[config.mk]
export PLATFORM = sky130hd
export DESIGN_NAME = db_left_buf_ctrl
export DESIGN_NICKNAME = d
export VERILOG_FILES = /design/src/rtl/db_left_buf_ctrl.sv
export SDC_FILE = /design/constraint.sdc
export NUM_CORES = 1
export LEC_CHECK = 0
export CAP_MARGIN = 5
export CORE_AREA = 2 2 207 209
export DETAILED_ROUTE_END_ITERATION = 12
export DIE_AREA = 0 0 209 211
export GPL_ROUTABILITY_DRIVEN = 0
export MAX_ROUTING_LAYER = met4
export REMOVE_ABC_BUFFERS = 1
export SYNTH_ARGS = -nofsm -noshare
export SYNTH_HDL_FRONTEND = slang
export SYNTH_SLANG_ARGS = --single-unit
[constraint.sdc]
create_clock -name clk -period 1.8 [get_ports clk]
set_input_delay 0.18 -clock clk [delete_from_list [all_inputs] [get_ports clk]]
set_output_delay 0.18 -clock clk [all_outputs]
set_load 0.01 [all_outputs]
[src/rtl/db_left_buf_ctrl.sv]
// Initiator for the deblocking left-4x4 buffer RAM: arbitrates the single port
// between filter reads and writes, with a one-entry write skid and read forwarding.
module db_left_buf_ctrl #(
    parameter int WORD_WIDTH = 128,
    parameter int ADDR_WIDTH = 3
) (
    input  logic                  clk,
    input  logic                  rst_n,
    input  logic                  clr_i,
    input  logic                  wr_valid_i,
    output logic                  wr_ready_o,
    input  logic [ADDR_WIDTH-1:0] wr_addr_i,
    input  logic [WORD_WIDTH-1:0] wr_data_i,
    input  logic                  rd_valid_i,
    output logic                  rd_ready_o,
    input  logic [ADDR_WIDTH-1:0] rd_addr_i,
    output logic                  rd_data_valid_o,
    output logic [WORD_WIDTH-1:0] rd_data_o,
    output logic                  ram_cen_o,
    output logic                  ram_wen_o,
    output logic                  ram_oen_o,
    output logic [ADDR_WIDTH-1:0] ram_addr_o,
    output logic [WORD_WIDTH-1:0] ram_data_o,
    input  logic [WORD_WIDTH-1:0] ram_data_i
);

    localparam int ENTRIES = 1 << ADDR_WIDTH;

    typedef enum logic {
        SEL_BYPASS = 1'b0,
        SEL_RAM    = 1'b1
    } rd_sel_t;

    logic [ENTRIES-1:0]    valid_map;
    logic                  skid_valid;
    logic [ADDR_WIDTH-1:0] skid_addr;
    logic [WORD_WIDTH-1:0] skid_data;
    rd_sel_t               rd_sel;
    logic [WORD_WIDTH-1:0] data_hold;

    logic                  rd_accept;
    logic                  wr_accept;
    logic                  rd_written;
    logic                  rd_skid_hit;
    logic                  rd_uses_ram;
    logic                  skid_drain;
    logic                  wr_direct;
    logic                  skid_capture;
    logic [WORD_WIDTH-1:0] bypass_value;

    assign rd_ready_o = rst_n & ~clr_i;
    assign wr_ready_o = rst_n & ~clr_i & ~skid_valid;
    assign rd_accept  = rd_valid_i & rd_ready_o;
    assign wr_accept  = wr_valid_i & wr_ready_o;

    // Reads resolve against start-of-cycle state; a same-cycle write is invisible.
    assign rd_written   = valid_map[rd_addr_i];
    assign rd_skid_hit  = skid_valid & (skid_addr == rd_addr_i);
    assign rd_uses_ram  = rd_accept & rd_written & ~rd_skid_hit;
    assign skid_drain   = rst_n & ~clr_i & skid_valid & ~rd_uses_ram;
    assign wr_direct    = wr_accept & ~rd_uses_ram & ~skid_valid;
    assign skid_capture = wr_accept & rd_uses_ram;
    assign bypass_value = rd_written ? skid_data : '0;

    always_comb begin
        ram_cen_o  = 1'b1;
        ram_wen_o  = 1'b1;
        ram_oen_o  = 1'b0;
        ram_addr_o = '0;
        ram_data_o = '0;
        if (rd_uses_ram) begin
            ram_cen_o  = 1'b0;
            ram_addr_o = rd_addr_i;
        end else if (skid_drain) begin
            ram_cen_o  = 1'b0;
            ram_wen_o  = 1'b0;
            ram_addr_o = skid_addr;
            ram_data_o = skid_data;
        end else if (wr_direct) begin
            ram_cen_o  = 1'b0;
            ram_wen_o  = 1'b0;
            ram_addr_o = wr_addr_i;
            ram_data_o = wr_data_i;
        end
    end

    always_ff @(posedge clk) begin
        if (!rst_n) begin
            valid_map  <= '0;
            skid_valid <= 1'b0;
            skid_addr  <= '0;
            skid_data  <= '0;
        end else if (clr_i) begin
            valid_map  <= '0;
            skid_valid <= 1'b0;
        end else begin
            if (wr_accept) begin
                valid_map[wr_addr_i] <= 1'b1;
            end
            if (skid_capture) begin
                skid_valid <= 1'b1;
                skid_addr  <= wr_addr_i;
                skid_data  <= wr_data_i;
            end else if (skid_drain) begin
                skid_valid <= 1'b0;
            end
        end
    end

    // data_hold doubles as the bypass register and the held copy of the last result.
    always_ff @(posedge clk) begin
        if (!rst_n) begin
            rd_data_valid_o <= 1'b0;
            rd_sel          <= SEL_BYPASS;
            data_hold       <= '0;
        end else begin
            rd_data_valid_o <= rd_accept;
            if (rd_accept) begin
                rd_sel <= rd_uses_ram ? SEL_RAM : SEL_BYPASS;
            end
            if (rd_accept && !rd_uses_ram) begin
                data_hold <= bypass_value;
            end else if (rd_data_valid_o && rd_sel == SEL_RAM) begin
                data_hold <= ram_data_i;
            end
        end
    end

    assign rd_data_o = (rd_data_valid_o && rd_sel == SEL_RAM) ? ram_data_i : data_hold;

endmodule

==> impl_metrics.csv <==
group,metric,value,unit
die,die_x,209,um
routing,drt_iter0_drc,728,
layout,fillers,3884,
layout,multiInputGateArea,6990,um2
routing,ant_nets,0,
die,die_y,211,um
pwr,p_per_area,628,nW/um2
pwr,clockPowerShare,45.7,%
routing,viasPerCell,4.97,
routing,post-route-drc-count,0,
sta,drv_slew,0,
yosys,synth_area,12400,um2
die,rows,75,
yosys,synth_top_area_cell,"dfxtp_1",
placement,place_area,19800,um2
worst_setup_path,cpMostUsedCell,"buf_12",
job,drv_cap,0,
worst_setup_path,critPathMaxStageDelay,410,ps
pwr,p_int,10.8,mW
clock_tree,htree_num_levels,1,
yosys,yosys-top-cells-area,"dfxtp_1, nand2_1, mux2_2",
sta,slew-limit-headroom,32.5,%
pwr,combPwrFrac,11.3,%
pwr,p_switching,3.22,mW
worst_setup_path,cp_slowest_cell,"dfxtp_1",
yosys,synth_edf_count,0,
placement,hpwlAfterDp,38300,um
die,dieArea,44100,um2
worst_hold_path,hold_path_class,"in2reg",
worst_setup_path,cp_data_required_time,1620,ps
global_route,grt_pass1_vias,13400,
worst_setup_path,worst_setup_path_end_kind,"primary output",
global_route,grt_max_degree,88,
routing,wl,56000,um
worst_setup_path,cp-start-kind,"register",
sta,tightest_slew,1010,ps
clock_tree,clk_pin_slew,60,ps
sta,skew,7.87,ps
worst_setup_path,arrival,2210,ps
clock_tree,clock_sinks,270,
placement,place.port_buffers,530,
pwr,sw_frac_of_total,23.0,%
layout,final_cell_mix,"nand2_1, clkdlybuf4s50_1, dfxtp_1, buf_4, a22o_1",
yosys,ys_seq_area_share,43.5,%
pwr,seq_power_share,43.0,%
layout,post-route-util,53.4,%
yosys,synth.top_cell.area_share,43.5,%
worst_setup_path,path_cells,"xnor2_2 > and4_4 > o21bai_4 > buf_4 > buf_12 > buf_12 > a21oi_1 > buf_2",
die,coreArea,41800,um2
clock_tree,clk-insertion-delay-late,560,ps
die,ios,532,
sta,rsz0062_at_grt,"true",
sta,max_freq,418,MHz
clock_tree,clock_path_buffers,3,
worst_setup_path,ff2ff_setup_slack,-140,ps
sta,hold_viol,0,
sta,hold_ws,118,ps
sta,finalCriticalPeriod,2390,ps
yosys,syn_avg_cell_area,8.20,um2
yosys,yosys_warnings,0,
die,start_util,29.8,%
layout,nets,2541,
yosys,ys_ff_latch,270,
clock_tree,cts_tree,"built",
pwr,vdd_drop_max,0.000604,V
clock_tree,cts_buffers,31,
routing,dr.pass1.iters,5,
layout,design_area,22300,um2
sta,setup_ws,-594,ps
layout,final_common_cell,"nand2_1",
global_route,grt_use_total,22.6,%
placement,place_ws,-963,ps
pwr,p_leak,10.6,nW
routing,wl_per_cell,19.7,um
global_route,grt.overflow.total,0,
clock_tree,root_buffer,"clkbuf_16",
layout,area_growth,79.5,%
run_status,status,"finished, violations left",
worst_setup_path,cp_max_fo,10,
yosys,synthCells,1516,
layout,final_layout_size_suffix_gt1_share,36.1,%
yosys,synth.distinct_cells,38,
layout,seqCellArea,5410,um2
global_route,grt_pass1_wl,76600,um
worst_setup_path,critPathKind,"reg2out",
sta,finalSetupViolCount,293,
yosys,ys.flop_type,"dfxtp_1",
routing,vias,14100,
pwr,power,14.0,mW
global_route,grt_antenna_before_repair,5,
yosys,async_reset_ff_share,0,%
run_status,violations,"negative setup slack",
sta,fin_crit_sh,133,%
==> path summary, 6_finish.rpt <==
check / cells after the start / start / to
worst max-delay path: 8 / skid_addr[2] / ram_data_o[1]
worst min-delay path: 4 / rst_n / rd_data_valid_o
worst max register to register: 10 / rd_data_valid_o / data_hold[12]
worst min register to register: 2 / skid_data[83] / skid_data[83]
==> synthesized netlist by cell type (all sizes together), types with 3 or more instances <==
cell type    n
mux2i        4
a21oi      139
nand2      494
dfxtp      270
inv          3
and2         3
o21ai      132
nor2        16
nand3       38
a22o       127
xnor2        3
mux2       131
nor2b        3
clkbuf      49
buf         87
==> stage by stage <==
| stage | cells | setup TNS [ps] |
|---|---|---|
| after CTS | 2722 | -189750 |
| after global placement | 2664 | -199300 |
| final | 2838 | -112030 |
| after detailed placement | 2664 | -218690 |
| after floorplan | 1380 | -1706020 |
| after global routing | 2838 | -142440 |
==> worst max-delay path, delay by kind of cell (launching register included) <==
kind            cells  cell delay, ps
simple gates        1             260
flops               1             410
buf+inv             4             600
xor+xnor            1             150
compound gates      2             210
==> kinds of logic after synthesis <==
logic type / after synthesis / share of synthesized area [%]
simple gates: 563 / 17.9
compound gates: 405 / 20.3
flops: 270 / 43.5
buf+inv: 139 / 5.91
mux: 135 / 12.2
xor+xnor: 3 / 0.211
other cells: 1 / 0.0302
==> registers in the layout, indices dropped and copies added, names as in the netlist <==
signal           flops
data_hold          128
skid_data          128
valid_map            8
skid_addr            3
rd_data_valid_o      1
rd_sel               1
skid_valid           1
==> cell type report <==
type / count / area share, %
sequential: 270 / 24.3
clock buffer: 46 / 4.09
antenna: 5 / 0.0561
tap: 539 / 3.02
clock inverter: 7 / 0.510
multi-input combinational: 1107 / 31.3
inverter: 3 / 0.0505
timing repair buffer: 861 / 36.7
==> routing by layer <==
layer,vias to the layer above,track usage [%],share of wire [%]
met4,0,7.66,3.4
met5,-,-,0
met3,119,4.15,7.1
li1,6715,-,-
met2,563,38.3,49
met1,6702,27.1,41
==> what timing repair did <==
item,4_1_cts,5_1_grt
gates resized for setup,160,912
buffers inserted,4,97
hold buffers,0,0
pin swaps,0,6
gates cloned,1,16
hold endpoints to repair,0,0
setup endpoints to repair,298,506
==> power by group through the flow <==
stage | Sequential (mW) | Clock [mW] | Combinational (mW)
2_1_floorplan | 6.14 | 0 | 0.335
3_3_place_gp | 6.15 | 0 | 1.49
3_5_place_dp | 6.15 | 0 | 1.49
4_1_cts | 6.02 | 6.56 | 1.49
5_1_grt | 6.02 | 6.80 | 1.68
6_report | 6.02 | 6.41 | 1.58
No activity file was read; power rests on OpenSTA's default activity.
